File: src/rtl/yolo_conv_seq.sv
// Control sequencer for one xyolo compute unit: buffer read addressing plus latency-aligned
// ld_acc/ld_mp/ld_res/ld_nmac strobes. Define YOLO_SEQ_PERF_EN to add the `cycles` counter port.

module yolo_conv_seq #(
    parameter int unsigned ADDR_W   = 10,
    parameter int unsigned CNT_W    = 12,
    parameter int unsigned N_MACS   = 1,
    parameter int unsigned N_MACS_W = ($clog2(N_MACS) == 0) ? 1 : $clog2(N_MACS),
    parameter int unsigned MEM_LAT  = 1,
    parameter int unsigned LAT      = 6
) (
    input  logic                clk,
    input  logic                rst,
    input  logic                run,
    input  logic [CNT_W-1:0]    n_acc,
    input  logic [CNT_W-1:0]    n_out,
    input  logic [2:0]          mp_win,
    input  logic [ADDR_W-1:0]   pix_start,
    input  logic [CNT_W-1:0]    pix_stride,
    input  logic [ADDR_W-1:0]   w_start,
    output logic [ADDR_W-1:0]   pix_addr,
    output logic [ADDR_W-1:0]   w_addr,
    output logic                rd_en,
    output logic                ld_acc,
    output logic                ld_mp,
    output logic                ld_res,
    output logic [N_MACS_W-1:0] ld_nmac,
    output logic                out_valid,
    output logic                busy,
    output logic                done
`ifdef YOLO_SEQ_PERF_EN
    ,
    output logic [31:0]         cycles
`endif
);

    typedef enum logic [1:0] {StIdle, StIssue, StDrain, StDone} state_e;

    state_e state_q, state_d;

    logic [CNT_W-1:0]    n_acc_eff, n_acc_q, n_out_q, res_cnt_q;
    logic [CNT_W-1:0]    acc_idx_q, acc_idx_d, out_idx_q, out_idx_d;
    logic [2:0]          mp_win_eff, mp_win_q, win_idx_q;
    logic [ADDR_W-1:0]   stride_q, w_start_q, base_q, base_d;
    logic [ADDR_W-1:0]   pix_addr_q, pix_addr_d, w_addr_q, w_addr_d;
    logic                rd_en_q, rd_en_d, first_q, first_d, last_q, last_d;
    logic [MEM_LAT-1:0]  mfirst_q, mlast_q;
    logic [LAT-1:0]      rlast_q;
    logic [N_MACS_W-1:0] nmac_q;
    logic                out_valid_q;
    logic                accept, issue_end, res_now, final_res, win_end;

    assign n_acc_eff  = (n_acc == '0) ? CNT_W'(1) : n_acc;
    assign mp_win_eff = (mp_win == 3'd0) ? 3'd1 : mp_win;
    assign accept     = (state_q == StIdle) && run;
    assign issue_end  = rd_en_q && last_q && (out_idx_q == n_out_q - CNT_W'(1));
    assign res_now    = rlast_q[LAT-1];
    assign final_res  = res_now && (res_cnt_q == n_out_q - CNT_W'(1));
    assign win_end    = (win_idx_q == mp_win_q - 3'd1);

    always_ff @(posedge clk or posedge rst) begin
        if (rst) begin
            state_q <= StIdle;
        end else begin
            state_q <= state_d;
        end
    end

    always_comb begin
        state_d = state_q;
        unique case (state_q)
            StIdle:  if (run) state_d = (n_out == '0) ? StDone : StIssue;
            StIssue: if (issue_end) state_d = StDrain;
            StDrain: if (final_res) state_d = StDone;
            StDone:  state_d = StIdle;
            default: state_d = StIdle;
        endcase
    end

    always_comb begin
        busy    = (state_q != StIdle);
        done    = (state_q == StDone);
        ld_nmac = busy ? nmac_q : '0;
    end

    // Issue counters: the running base replaces out_idx*pix_stride.
    always_comb begin
        rd_en_d    = 1'b0;
        first_d    = 1'b0;
        last_d     = 1'b0;
        pix_addr_d = '0;
        w_addr_d   = '0;
        acc_idx_d  = acc_idx_q;
        out_idx_d  = out_idx_q;
        base_d     = base_q;
        if (accept && (n_out != '0)) begin
            rd_en_d    = 1'b1;
            first_d    = 1'b1;
            last_d     = (n_acc_eff == CNT_W'(1));
            pix_addr_d = pix_start;
            w_addr_d   = w_start;
            acc_idx_d  = '0;
            out_idx_d  = '0;
            base_d     = pix_start;
        end else if (rd_en_q && !issue_end) begin
            rd_en_d = 1'b1;
            if (last_q) begin
                acc_idx_d  = '0;
                out_idx_d  = out_idx_q + CNT_W'(1);
                base_d     = base_q + stride_q;
                pix_addr_d = base_q + stride_q;
                w_addr_d   = w_start_q;
                first_d    = 1'b1;
                last_d     = (n_acc_q == CNT_W'(1));
            end else begin
                acc_idx_d  = acc_idx_q + CNT_W'(1);
                pix_addr_d = pix_addr_q + ADDR_W'(1);
                w_addr_d   = w_addr_q + ADDR_W'(1);
                last_d     = (acc_idx_q + CNT_W'(2) == n_acc_q);
            end
        end
    end

    always_ff @(posedge clk or posedge rst) begin
        if (rst) begin
            n_acc_q     <= '0;
            n_out_q     <= '0;
            mp_win_q    <= '0;
            stride_q    <= '0;
            w_start_q   <= '0;
            res_cnt_q   <= '0;
            win_idx_q   <= '0;
            nmac_q      <= '0;
            acc_idx_q   <= '0;
            out_idx_q   <= '0;
            base_q      <= '0;
            pix_addr_q  <= '0;
            w_addr_q    <= '0;
            rd_en_q     <= 1'b0;
            first_q     <= 1'b0;
            last_q      <= 1'b0;
            mfirst_q    <= '0;
            mlast_q     <= '0;
            rlast_q     <= '0;
            out_valid_q <= 1'b0;
        end else begin
            acc_idx_q  <= acc_idx_d;
            out_idx_q  <= out_idx_d;
            base_q     <= base_d;
            pix_addr_q <= pix_addr_d;
            w_addr_q   <= w_addr_d;
            rd_en_q    <= rd_en_d;
            first_q    <= first_d;
            last_q     <= last_d;
            if (accept) begin
                n_acc_q   <= n_acc_eff;
                n_out_q   <= n_out;
                mp_win_q  <= mp_win_eff;
                stride_q  <= ADDR_W'(pix_stride);
                w_start_q <= w_start;
                res_cnt_q <= '0;
                win_idx_q <= '0;
                nmac_q    <= '0;
            end else if (res_now) begin
                res_cnt_q <= res_cnt_q + CNT_W'(1);
                win_idx_q <= win_end ? 3'd0 : win_idx_q + 3'd1;
                nmac_q    <= (nmac_q == N_MACS_W'(N_MACS - 1)) ? '0 : nmac_q + N_MACS_W'(1);
            end
            // Buffer latency line, then compute latency line fed by the aligned last flag.
            mfirst_q[0] <= first_q;
            mlast_q[0]  <= last_q;
            for (int i = 1; i < MEM_LAT; i++) begin
                mfirst_q[i] <= mfirst_q[i-1];
                mlast_q[i]  <= mlast_q[i-1];
            end
            rlast_q[0] <= mlast_q[MEM_LAT-1];
            for (int i = 1; i < LAT; i++) begin
                rlast_q[i] <= rlast_q[i-1];
            end
            out_valid_q <= res_now && (win_end || final_res);
        end
    end

    assign pix_addr  = pix_addr_q;
    assign w_addr    = w_addr_q;
    assign rd_en     = rd_en_q;
    assign ld_acc    = mfirst_q[MEM_LAT-1];
    assign ld_res    = res_now;
    assign ld_mp     = res_now && (win_idx_q != 3'd0);
    assign out_valid = out_valid_q;

`ifdef YOLO_SEQ_PERF_EN
    logic [31:0] cycles_q;

    always_ff @(posedge clk or posedge rst) begin
        if (rst) begin
            cycles_q <= '0;
        end else if (accept) begin
            cycles_q <= '0;
        end else if (state_q != StIdle) begin
            cycles_q <= cycles_q + 32'd1;
        end
    end

    assign cycles = cycles_q;
`endif

endmodule

File: config.mk
export PLATFORM = sky130hd
export DESIGN_NAME = yolo_conv_seq
export DESIGN_NICKNAME = d
export VERILOG_FILES = /design/src/rtl/yolo_conv_seq.sv
export SDC_FILE = /design/constraint.sdc
export NUM_CORES = 1
export LEC_CHECK = 0
export BUFFER_PORTS_ARGS = -buffer_cell sky130_fd_sc_hd__buf_2
export CAP_MARGIN = 5
export CELL_PAD_IN_SITES_DETAIL_PLACEMENT = 1
export CELL_PAD_IN_SITES_GLOBAL_PLACEMENT = 2
export CORE_MARGIN = 3
export CORE_UTILIZATION = 30
export DETAILED_ROUTE_END_ITERATION = 7
export GPL_TIMING_DRIVEN = 0
export PLACE_DENSITY_LB_ADDON = 0.3
export RECOVER_POWER = 25
export SETUP_SLACK_MARGIN = 0.5
export SYNTH_ARGS = -nofsm -noshare
export SYNTH_HDL_FRONTEND = slang
export SYNTH_SLANG_ARGS = --single-unit
File: constraint.sdc
create_clock -name clk -period 9.34 [get_ports clk]
set_input_delay 0.467 -clock clk [delete_from_list [all_inputs] [get_ports clk]]
set_output_delay 0.467 -clock clk [all_outputs]
set_load 0.1 [all_outputs]
==> results.json, run 1 <==
{
  "grt_start_max_net_pins": 77,
  "status": "finished, violations left",
  "hold_viol_final": 0,
  "fillers": 2999,
  "clockBufferDepth": 2,
  "power_frac_comb": 0.476,
  "clock_power_share": 0.237,
  "worstSetupStartpointType": "flip-flop",
  "tightest_slew_ns": 2.63,
  "syn_area_um2": 7630,
  "synthFlopType": "dfrtp_1",
  "grt_pass1_wl_um": 38800,
  "finalCritPeriodShare": 0.378,
  "start_util": 0.309,
  "clkTransAtPathRegs_ns": 0.06,
  "setup_viol_count_final": 0,
  "yosysWarnings": 0,
  "vias": 6690,
  "switching_share": 0.462,
  "postCtsHoldBufs": 0,
  "clock.fmax_mhz": 283,
  "powerDensity_nw_per_um2": 350,
  "skew_ns": 0.0117,
  "htree_levels": 4,
  "cap_violations": 1,
  "cp_max_fo": 10,
  "drt_iter0_markers": 342,
  "cts_tree": "yes",
  "nets": 1071,
  "yosysMostFrequentCell": "nand2_1",
  "p_switching_mw": 1.48,
  "post_cts_buffers": 0,
  "ys_top_cells_by_area": "dfrtp_1, nand2_1, xnor2_1, ha_1, xor2_1",
  "clock_sinks": 130,
  "fin_tns_setup_ns": 0,
  "area_growth_syn_to_layout_pct": 20.1,
  "antenna_found_initial": 0,
  "setup_ws_ns": 5.81,
  "seq_area_frac_synth": 0.426,
  "ant_nets": 0,
  "hp-start": "pix_stride[5]",
  "synthArstFlopShare": 1.00,
  "fin_util": 0.371,
  "rsz0062_at_grt": "false",
  "gp_congestion": 0.771,
  "ys_types": 67,
  "synth_nets": 965,
  "synth_top_area_cell": "dfrtp_1",
  "cp.required_ns": 9.65,
  "arrival_ns": 3.84,
  "synth.top_cell.area_share": 0.426,
  "cts-root-buf": "clkbuf_16",
  "synth-seq-cells": 130,
  "wirelength_um": 24100,
  "place_ws_ns": 5.76,
  "drive_gt1_frac": 0.147,
  "cts_buffers": 17,
  "postSynthAreaPerCell_um2": 8.69,
  "ctsResizeCount": 0,
  "leakage_nw": 4.18,
  "syn_inst": 878,
  "min_period_ns": 3.53,
  "die_h_um": 165,
  "synth_common_cells": "nand2_1, dfrtp_1, nor2_1",
  "io_buffers": 86,
  "dp_hpwl_um": 17900,
  "internal_power_mw": 1.73,
  "die_width_um": 165,
  "grt_pass1_vias": 6926,
  "drc": 0,
  "r2r_start": "n_out_q[0]",
  "diodes": 0,
  "dieArea_um2": 27400,
  "irDropWorstVdd_v": 0.000147,
  "viasPerCell": 5.06,
  "worst_setup_path_end_kind": "flip-flop",
  "relSlewSlack": -0.766,
  "pwr-share-seq": 0.287,
  "num_rows": 57,
  "track_usage": 0.184,
  "hold_path_class": "in -> reg",
  "dr.pass1.iters": 4,
  "gr-total-overflow": 0,
  "violations": "max-capacitance violations, max-slew violations",
  "whs_ns": 0.235,
  "coreArea_um2": 24700,
  "clk_latency_ns": 0.43,
  "slew_violations": 55,
  "wl_per_cell_um": 18.3,
  "startpoint": "n_out_q[0]",
  "io_pins": 90,
  "path_class": "reg -> reg",
  "synth_edf_count": 0
}
[cells by family after synthesis]
group                      synth area share
buffers and inverters                0.0433
muxes                               0.00935
other                              0.000491
and+or+nand+nor                       0.239
AOI/OAI and AO/OA                     0.143
DFF                                   0.426
xor gates and xnor gates             0.0966
adders and majority gates            0.0420
[cell type report]
cell class / instances / area [µm²] / share of cell area
buffer: 47 / 229 / 0.0250
clock buffer: 18 / 439 / 0.0479
clock inverter: 14 / 226 / 0.0247
inverter: 27 / 103 / 0.0112
multi-input combinational: 674 / 4050 / 0.442
sequential: 130 / 3250 / 0.355
tap: 324 / 405 / 0.0443
timing repair buffer: 87 / 458 / 0.0500
[critical path: stages, from the launching register on]
cell and delay (ns):
dfrtp_1 0.46, inv_1 0.11, ha_1 0.26, or4b_4 0.54, o21ai_0 0.36, xnor2_1 0.17
a21oi_1 0.11, o2111ai_1 0.41, buf_6 0.23, nand2_1 0.18, buf_2 0.28, o31ai_1 0.29
[metrics by stage]
step           instances  area [µm²]  total power [mW]
6_report            1321        9160              3.21
3_5_place_dp        1289        8500              2.46
2_1_floorplan        878        7630              2.07
5_1_grt             1321        9160              3.44
4_1_cts             1321        9160              3.24
3_3_place_gp        1288        8470              2.43
[path summary, 6_finish.rpt]
check	slack, ns	to	cells past startpoint
max	5.81	pix_addr[0]	11
min	0.24	stride_q[5]	3
max reg2reg	5.81	pix_addr[0]	11
min reg2reg	0.35	rlast_q[2]	0
max in group asynchronous	7.36	pix_addr[4]	2
min in group asynchronous	0.77	n_acc_q[7]	2
[state kept, by name, summed over array words and instances (netlist names)]
| name | cells |
|---|---|
| base_q | 10 |
| state_q | 2 |
| pix_addr | 10 |
| out_valid | 1 |
| res_cnt_q | 12 |
| n_out_q | 12 |
| first_q | 1 |
| w_addr | 10 |
| rlast_q | 6 |
| stride_q | 10 |
| mlast_q | 1 |
| n_acc_q | 12 |
| w_start_q | 10 |
| mp_win_q | 3 |
| win_idx_q | 3 |
| rd_en | 1 |
| ld_acc | 1 |
| last_q | 1 |
| out_idx_q | 12 |
| acc_idx_q | 12 |
[cells in the final DEF (no fill, tap or decap), drive strengths merged, types with 5 or more instances in the layout]
cell type	count
a21oi	53
a221o	7
and3	23
buf	100
bufinv	5
clkbuf	52
dfrtp	130
ha	24
inv	29
mux2i	6
nand2	186
nand2b	6
nand3	33
nand4	14
nor2	63
nor3	13
nor4	12
o21ai	54
o31ai	14
or3	13
or4	7
xnor2	46
xor2	33
[layer usage]
metal  part of all wire  up-vias  track usage
met2               0.50       65        0.308
met5                  0        -            0
met3              0.023       15       0.0294
met1               0.47     3342        0.251
li1                   -     3268            -
met4             0.0077        0       0.0386
[power groups by stage]
stage	clock, mW	sequential, mW	combinational (mW)
2_1_floorplan	0	1.19	0.881
3_3_place_gp	0	0.928	1.51
3_5_place_dp	0	0.932	1.53
4_1_cts	0.779	0.924	1.54
5_1_grt	0.803	0.947	1.69
6_report	0.761	0.921	1.53
Power figures use the tool's default switching activity.
==> inputs of run 2 (changes only) <==
Clock period 9.34 ns to 3.6 ns, I/O delays scaled along.
==> results.json, run 2 (same netlist as run 1, synthesis figures left out) <==
{
  "status": "finished, final reports clean",
  "area_growth_syn_to_layout_pct": 29.9,
  "worst_setup_path_end_kind": "flip-flop",
  "cts_buffers": 17,
  "fillers": 2968,
  "place_area_um2": 8560,
  "relSlewSlack": 0.0822,
  "clock_sinks": 130,
  "drc": 0,
  "path_cells": "buf_4 > or4_4 > nor2_4 > a21oi_1 > or4_1 > or4_4 > a221oi_4 > mux2i_1",
  "drt_iter0_markers": 382,
  "cp.required_ns": 3.95,
  "start_util": 0.309,
  "arrival_ns": 3.43,
  "wirelength_um": 25200,
  "cp_max_fo": 4,
  "dr.pass1.iters": 4,
  "critical-path-top-delay-family": "simple AND/OR/NAND/NOR gates",
  "irDropWorstVdd_v": 0.000405,
  "skew_ns": 0.0158,
  "slew_violations": 0,
  "stdcell_area_um2": 9910,
  "hold_viol_final": 0,
  "critPathSlowestCell": "or4_4",
  "fin_tns_setup_ns": 0,
  "coreArea_um2": 24700,
  "clkTransAtPathRegs_ns": 0.06,
  "io_buffers": 86,
  "finalCritPeriodShare": 0.855,
  "clock.fmax_mhz": 325,
  "min_period_ns": 3.08,
  "num_rows": 57,
  "clk_latency_ns": 0.43,
  "grt_pass1_vias": 7183,
  "powerDensity_nw_per_um2": 856,
  "power_mw": 8.49,
  "io_pins": 90,
  "vias": 6982,
  "worst-path-buf-inv": 1,
  "cts_tree": "yes",
  "rsz0062_at_grt": "true",
  "htree_levels": 4,
  "track_usage": 0.190,
  "layout_commonest_cell": "nand2_1",
  "crit_top_cell": "or4_4",
  "drive_gt1_frac": 0.175,
  "gp_congestion": 0.769,
  "wl_per_cell_um": 18.2,
  "dieArea_um2": 27400,
  "die_width_um": 165,
  "cap_violations": 0,
  "mostFrequentLayoutCells": "nand2_1, dfrtp_1, buf_2",
  "gr-total-overflow": 0,
  "dp_hpwl_um": 18200,
  "grt_pass1_wl_um": 40100,
  "cts-root-buf": "clkbuf_16",
  "hold_path_class": "in -> reg",
  "max_stage_delay_ns": 0.61,
  "diodes": 0,
  "ant_nets": 0,
  "nets": 1135,
  "worstSetupStartpointType": "flip-flop",
  "leakage_nw": 4.48,
  "viasPerCell": 5.04,
  "grt_start_max_net_pins": 33,
  "path_class": "reg -> reg",
  "die_h_um": 165,
  "tightest_slew_ns": 1.38,
  "setup_viol_count_final": 0,
  "antenna_found_initial": 0,
  "clockBufferDepth": 2
}
## run 2: metrics by stage
stage                     instances   util  hold WS (ns)  setup WS [ns]
after floorplan                 878      -         0.285          0.622
after global placement         1288  0.343         0.334          0.138
after detailed placement       1292  0.347         0.326          0.139
after CTS                      1379  0.397      0.000611          0.385
after global routing           1385  0.402       0.00656          0.409
final                          1385  0.402        0.0110          0.523
## run 2: where the power goes
part           total [mW]  leakage (nW)  internal [mW]  switching, mW
Sequential           2.38          1.67           1.93          0.446
Combinational        4.25          2.51           1.45           2.80
Clock                1.86         0.298           1.12          0.737
Total                8.49          4.48           4.50           3.98
## run 2: routing by layer
metal,global-route usage,wire length (µm)
met2,0.324,12700
met3,0.0287,856
met1,0.253,11400
met4,0.0469,238
met5,0,0
## run 2: path summary, 6_finish.rpt
path	start	endpoint	slack, ns	depth (start not counted)
hold / removal	pix_start[6]	pix_addr[6]	0.01	3
hold reg to reg	first_q	ld_acc	0.35	0
setup / recovery	n_out_q[0]	state_q[1]	0.52	8
max in group asynchronous	rst	n_out_q[0]	1.18	4
setup reg to reg	n_out_q[0]	state_q[1]	0.52	8
min in group asynchronous	rst	n_acc_q[5]	0.54	3
## run 2: area by class of cell
cell class,count,area (µm²),area share
Buffer,47,250,0.0252
Multi-Input combinational cell,674,4220,0.426
Timing Repair Buffer,151,1060,0.107
Sequential cell,130,3250,0.328
Inverter,27,103,0.0104
Tap cell,324,405,0.0409
Clock inverter,14,176,0.0178
Clock buffer,18,439,0.0443
## run 2: worst min-delay path, cell delays in order
cell and delay, ns:
buf_2 0.10, nand2_1 0.05, o21ai_0 0.07
## run 2: timing repair
action	in CTS	in global routing
gates resized for setup	20	26
buffers inserted	8	5
hold buffers	47	0
hold endpoints to repair	80	0
gates cloned	0	1
setup endpoints to repair	59	51
pin swaps	8	10
